### src/rtl/alu_acc_sequencer_pkg.sv
// Shared types and constants for the ALU accumulator sequencer.
// Sticky carry/overflow is selected with the ALU_ACC_STICKY_FLAGS_EN macro (see alu_acc_flag_reg).
package alu_acc_sequencer_pkg;

  localparam int unsigned WIDTH = 4;
  localparam int unsigned OPW   = 3;
  localparam int unsigned CNTW  = 2;
  localparam int unsigned FLAGW = 4;

  localparam int unsigned FLAG_C = 0;
  localparam int unsigned FLAG_V = 1;
  localparam int unsigned FLAG_Z = 2;
  localparam int unsigned FLAG_N = 3;

  localparam logic [OPW-1:0] OP_ADD = 3'd0;
  localparam logic [OPW-1:0] OP_SUB = 3'd1;
  localparam logic [OPW-1:0] OP_AND = 3'd2;
  localparam logic [OPW-1:0] OP_OR  = 3'd3;
  localparam logic [OPW-1:0] OP_XOR = 3'd4;
  localparam logic [OPW-1:0] OP_NOT = 3'd5;
  localparam logic [OPW-1:0] OP_NEG = 3'd6;
  localparam logic [OPW-1:0] OP_SHL = 3'd7;

  typedef enum logic [1:0] {
    ST_IDLE = 2'd0,
    ST_EXEC = 2'd1,
    ST_RESP = 2'd2
  } state_e;

  typedef struct packed {
    logic [OPW-1:0]   op;
    logic [WIDTH-1:0] operand;
    logic [CNTW-1:0]  cnt;
  } cmd_t;

  // Flags reported for a direct accumulator load: only neg/zero are meaningful.
  function automatic logic [FLAGW-1:0] load_flags(input logic [WIDTH-1:0] v);
    load_flags         = '0;
    load_flags[FLAG_N] = v[WIDTH-1];
    load_flags[FLAG_Z] = (v == '0);
  endfunction

endpackage

### src/rtl/alu_acc_sequencer_flag_reg.sv
// Flag register: captures ALU flags per EXEC iteration or load-derived flags.
// With ALU_ACC_STICKY_FLAGS_EN defined, carry/overflow OR-accumulate across one command.
module alu_acc_sequencer_flag_reg
  import alu_acc_sequencer_pkg::*;
(
  input  logic             clk,
  input  logic             rst_n,
  input  logic             load_en,
  input  logic [WIDTH-1:0] load_val,
  input  logic             clr_en,
  input  logic             exec_en,
  input  logic [FLAGW-1:0] alu_flags,
  output logic [FLAGW-1:0] flags
);

  logic [FLAGW-1:0] flags_q, flags_d;

  always_comb begin
    flags_d = flags_q;
    if (load_en) begin
      flags_d = load_flags(load_val);
    end else if (clr_en) begin
`ifdef ALU_ACC_STICKY_FLAGS_EN
      flags_d[FLAG_C] = 1'b0;
      flags_d[FLAG_V] = 1'b0;
`endif
    end else if (exec_en) begin
      flags_d = alu_flags;
`ifdef ALU_ACC_STICKY_FLAGS_EN
      flags_d[FLAG_C] = alu_flags[FLAG_C] | flags_q[FLAG_C];
      flags_d[FLAG_V] = alu_flags[FLAG_V] | flags_q[FLAG_V];
`endif
    end
  end

  always_ff @(posedge clk) begin
    if (!rst_n) flags_q <= '0;
    else        flags_q <= flags_d;
  end

  assign flags = flags_q;

endmodule

### src/rtl/alu_acc_sequencer.sv
// Control stage around the external 4-bit ALU: owns accumulator and flags, iterates count+1 times.
// Build option ALU_ACC_STICKY_FLAGS_EN selects sticky carry/overflow in the flag register.
module alu_acc_sequencer
  import alu_acc_sequencer_pkg::*;
(
  input  logic             clk,
  input  logic             rst_n,
  input  logic             cmd_valid,
  output logic             cmd_ready,
  input  logic             cmd_load,
  input  logic [OPW-1:0]   cmd_op,
  input  logic [WIDTH-1:0] cmd_operand,
  input  logic [CNTW-1:0]  cmd_count,
  output logic [WIDTH-1:0] alu_in1,
  output logic [WIDTH-1:0] alu_in2,
  output logic [OPW-1:0]   alu_opcode,
  input  logic [WIDTH-1:0] alu_out,
  input  logic [FLAGW-1:0] alu_flags,
  output logic             rsp_valid,
  input  logic             rsp_ready,
  output logic [WIDTH-1:0] acc,
  output logic [FLAGW-1:0] flags
);

  state_e           state_q, state_d;
  cmd_t             cmd_q, cmd_d;
  logic [WIDTH-1:0] acc_q, acc_d;
  logic             cmd_ready_q, cmd_ready_d;
  logic             rsp_valid_q, rsp_valid_d;
  logic             accept_c;

  assign accept_c = cmd_valid & cmd_ready_q;

  // Next-state and datapath update.
  always_comb begin
    state_d = state_q;
    cmd_d   = cmd_q;
    acc_d   = acc_q;
    case (state_q)
      ST_IDLE: begin
        if (accept_c) begin
          cmd_d.op      = cmd_op;
          cmd_d.operand = cmd_operand;
          cmd_d.cnt     = cmd_count;
          if (cmd_load) begin
            acc_d   = cmd_operand;
            state_d = ST_RESP;
          end else begin
            state_d = ST_EXEC;
          end
        end
      end
      ST_EXEC: begin
        acc_d = alu_out;
        if (cmd_q.cnt == '0) state_d = ST_RESP;
        else                 cmd_d.cnt = cmd_q.cnt - CNTW'(1);
      end
      ST_RESP: begin
        if (rsp_ready) state_d = ST_IDLE;
      end
      default: state_d = ST_IDLE;
    endcase
    cmd_ready_d = (state_d == ST_IDLE);
    rsp_valid_d = (state_d == ST_RESP);
  end

  always_ff @(posedge clk) begin
    if (!rst_n) begin
      state_q     <= ST_IDLE;
      cmd_q       <= '0;
      acc_q       <= '0;
      cmd_ready_q <= 1'b1;
      rsp_valid_q <= 1'b0;
    end else begin
      state_q     <= state_d;
      cmd_q       <= cmd_d;
      acc_q       <= acc_d;
      cmd_ready_q <= cmd_ready_d;
      rsp_valid_q <= rsp_valid_d;
    end
  end

  alu_acc_sequencer_flag_reg u_flag_reg (
    .clk       (clk),
    .rst_n     (rst_n),
    .load_en   (accept_c & cmd_load),
    .load_val  (cmd_operand),
    .clr_en    (accept_c & ~cmd_load),
    .exec_en   (state_q == ST_EXEC),
    .alu_flags (alu_flags),
    .flags     (flags)
  );

  assign alu_in1    = acc_q;
  assign alu_in2    = cmd_q.operand;
  assign alu_opcode = cmd_q.op;
  assign acc        = acc_q;
  assign cmd_ready  = cmd_ready_q;
  assign rsp_valid  = rsp_valid_q;

endmodule

### config.mk
export PLATFORM = sky130hd
export DESIGN_NAME = alu_acc_sequencer
export DESIGN_NICKNAME = d
export VERILOG_FILES = /design/src/rtl/alu_acc_sequencer_pkg.sv /design/src/rtl/alu_acc_sequencer_flag_reg.sv /design/src/rtl/alu_acc_sequencer.sv
export SDC_FILE = /design/constraint.sdc
export NUM_CORES = 1
export LEC_CHECK = 0
export BUFFER_PORTS_ARGS = -buffer_cell sky130_fd_sc_hd__buf_2
export CAP_MARGIN = 30
export CORE_AREA = 8 8 55 57
export DETAILED_ROUTE_END_ITERATION = 6
export DIE_AREA = 0 0 63 65
export PLACE_DENSITY_LB_ADDON = 0.15
export SYNTH_ARGS = -nofsm -noshare
export SYNTH_HDL_FRONTEND = slang
export SYNTH_HIERARCHICAL = 1
export SYNTH_SLANG_ARGS = --single-unit
### constraint.sdc
create_clock -name clk -period 2.4 [get_ports clk]
set_input_delay 0.24 -clock clk [delete_from_list [all_inputs] [get_ports clk]]
set_output_delay 0.24 -clock clk [all_outputs]
set_load 0.01 [all_outputs]
==> results.yml <==
placed_design:
  dp.cells: 169
  place.gp.congestion: 0.818
  place_area_mm2: 0.00116
  hpwl_um: 1920
  dpl_worst_slack_ns: 0.802
  port_buffers: 42
flow_run:
  maxCapViolations: 0
worst_setup_path:
  crit_chain: "nand4bb_1 > o21ai_0 > a221oi_1"
  rr_startpoint: "state_q[1]$_SDFF_PN0_"
  crit_family: "flip-flops"
  setup.worst_path.start_class: "flip-flop"
  critPathLaunch: "state_q[1]$_SDFF_PN0_"
  critPathRequiredTime_ns: 2.61
  path_class: "reg -> reg"
  ff2ff_setup_slack_ns: 0.78
  slowest_stage: "dfxtp_1"
  critPathMaxFanout: 16
  cp_slowest_stage_delay_ns: 0.64
  crit_buf_inv: 0
  reg2reg_depth: 3
  r2r_end: "cmd_q[0]$_SDFFE_PN0P_"
  arrival_ns: 1.83
  end_kind: "flip-flop"
power_and_ir_drop:
  pwr_density_cell_mw_per_mm2: 626
  swShare: 0.298
  p_seq_frac: 0.539
  power_switching_mw: 0.222
  ir_worst_vdd_mv: 0.402
  p_leak_nw: 0.546
  intPower_mw: 0.523
  clockPowerShare: 0.221
  combPwrFrac: 0.240
clocking:
  ctsHoldBuffers: 0
  cts_buffer_depth: 2
  root_buffer: "clkbuf_4"
  clk_latency_ns: 0.29
  cts-resized-gates: 0
  clock_sinks: 21
  clkTransAtPathRegs_ns: 0.12
  cts_tree: "yes"
  htreeDepth: 1
  postCtsSetupRepairBufs: 0
  cts_buffers: 3
logic_synthesis:
  synth_area_leaders: "dfxtp_1 (41%), buf_4 (8.0%), mux2i_1 (5.8%), nand2_1 (5.8%), a21oi_1 (4.8%)"
  ys_seq_elements: 21
  synth_cell_types: 32
  syn_avg_cell_area_um2: 8.99
  async_flop_share: 0
  netlist_area_mm2: 0.00103
  yosysWarnings: 6
  synth_top_area_frac: 0.407
  yosys.area.top_type: "dfxtp_1"
  synth_edf_count: 0
  ys.flop_type: "dfxtp_1"
  synth.net_count: 138
  seq_area_frac_synth: 0.407
  syn_inst: 115
global_routing:
  grtUsageMet1: 0.140
  grtUsageTotal: 0.124
  grt_overflow: 0
  busiest_layer: "met2"
  grt_pass1_vias: 926
  antenna_found_initial: 0
  grt_max_degree: 17
  grt_util_met3: 0.0515
  grt_pass1_wl_um: 4220
  met2_usage: 0.205
floorplan:
  dieArea_mm2: 0.00410
  core_area_mm2: 0.00215
  rows: 17
  ioPinCount: 43
  die_h_um: 65
  start_util: 0.481
  fp.dieW_um: 63
routing:
  wire_per_inst_um: 14.0
  drt_iter0_drc: 33
  routed_wl_um: 2430
  num_vias: 903
  first_pass_iters: 4
  vias_per_cell: 5.22
  ant_nets: 0
  drc: 0
timing:
  max_freq_mhz: 616
  rsz0062_at_grt: "no"
  tns_ns: 0
  setup_viol: 0
  worstMarginPinSlew_ns: 0.666
  finalMaxSlewViolations: 0
  finalClockSkew_ns: 0.00344
  hold_viol_final: 0
  final.min_clock_period_ns: 1.62
  setup_slack_ns: 0.776
  slew_headroom: 0.554
  finalCritPeriodShare: 0.677
final_layout:
  antennaDiodeCount: 0
  final_cells: 173
  nFillCells: 219
  final_layout_size_suffix_gt1_frac: 0.352
  nets: 169
  area.growth.synth_to_final_pct: 15.3
  fin_area_mm2: 0.00119
hold_path:
  hp-start: "cmd_op[0]"
  holdPathEnd: "alu_opcode[0]$_SDFFE_PN0P_"
  hold_path.class: "in -> reg"
  hold-path-cell-count: 3
run_status:
  status: "complete, no violations"
## power groups by stage
stage          Sequential (mW)  Combinational (mW)  Clock (mW)
6_report                 0.402               0.179       0.165
5_1_grt                  0.406               0.202       0.198
4_1_cts                  0.401               0.182       0.176
3_5_place_dp             0.409               0.181           0
3_3_place_gp             0.407               0.177           0
2_1_floorplan            0.409               0.136           0
## cell families after synthesis
kind of cell,after synthesis,share of synthesized area
compound gates,28,0.179
buf+inv,23,0.140
fa+ha+maj,1,0.0121
flops,21,0.407
mux,9,0.102
simple gates,33,0.160
## through the flow
step / utilization / total power [mW] / hold WS, ns
2_1_floorplan: - / 0.545 / 0.316
3_3_place_gp: 0.542 / 0.584 / 0.444
3_5_place_dp: 0.542 / 0.590 / 0.447
4_1_cts: 0.554 / 0.758 / 0.161
5_1_grt: 0.554 / 0.805 / 0.180
6_report: 0.554 / 0.745 / 0.169
## layout by cell type, fill, tap and decap left out, drive strengths merged, types with 2 or more instances in the layout
cell / netlist / routed
mux2: 3 / 3
o21bai: 3 / 3
inv: 6 / 6
nor3: 2 / 2
nor2: 5 / 5
dfxtp: 21 / 21
o311a: 3 / 3
a221oi: 2 / 2
a21oi: 10 / 10
nor3b: 2 / 2
nor2b: 2 / 2
clkbuf: 4 / 3
buf: 13 / 43
mux2i: 6 / 6
o21ai: 4 / 4
nand2: 16 / 16
## metal layers
| metal | vias to the layer above | part of all wire | wire length (um) |
|---|---|---|---|
| met5 | - | 0 | 0 |
| met4 | 0 | 0.016 | 38 |
| met3 | 4 | 0.086 | 208 |
| met2 | 33 | 0.47 | 1140 |
| met1 | 413 | 0.43 | 1050 |
| li1 | 453 | - | - |
## final cells by class
cell class                 count  area (um2)  share of cell area
inverter                       6        22.5              0.0189
tap                           28        35.0              0.0294
timing repair buffer          43         218               0.183
multi-input combinational     71         468               0.393
clock buffer                   3        22.5              0.0189
sequential                    21         420               0.353
clock inverter                 1        5.00             0.00420
## synth_stat cells, drive strengths merged, types with 3 or more instances
cell and count:
buf 13, mux2 3, o21bai 3, clkbuf 4, o311a 3, inv 6
mux2i 6, dfxtp 21, a21oi 10, o21ai 4, nand2 16, nor2 5
## registers in the layout (all words and copies together), names as in the netlist
register / count
state_q: 2
rsp_valid: 1
cmd_q: 2
acc: 4
u_flag_reg/flags: 4
alu_in2: 4
alu_opcode: 3
cmd_ready: 1
## how the worst max path moves through the flow
| stage | to | slack (ns) | cells past startpoint |
|---|---|---|---|
| floorplan | acc[0]$_SDFFE_PN0P_ | 1.01 | 4 |
| CTS | cmd_q[0]$_SDFFE_PN0P_ | 0.77 | 3 |
| finish | cmd_q[0]$_SDFFE_PN0P_ | 0.78 | 3 |
| detailed placement | cmd_q[0]$_SDFFE_PN0P_ | 0.80 | 3 |
| global route | cmd_q[0]$_SDFFE_PN0P_ | 0.59 | 3 |
| global placement | acc[1]$_SDFFE_PN0P_ | 0.84 | 4 |
## worst min-delay path: stages
cell and delay [ns]:
buf_2 0.09, nand2_1 0.04, a21oi_1 0.05
Power figures use the tool's default switching activity.
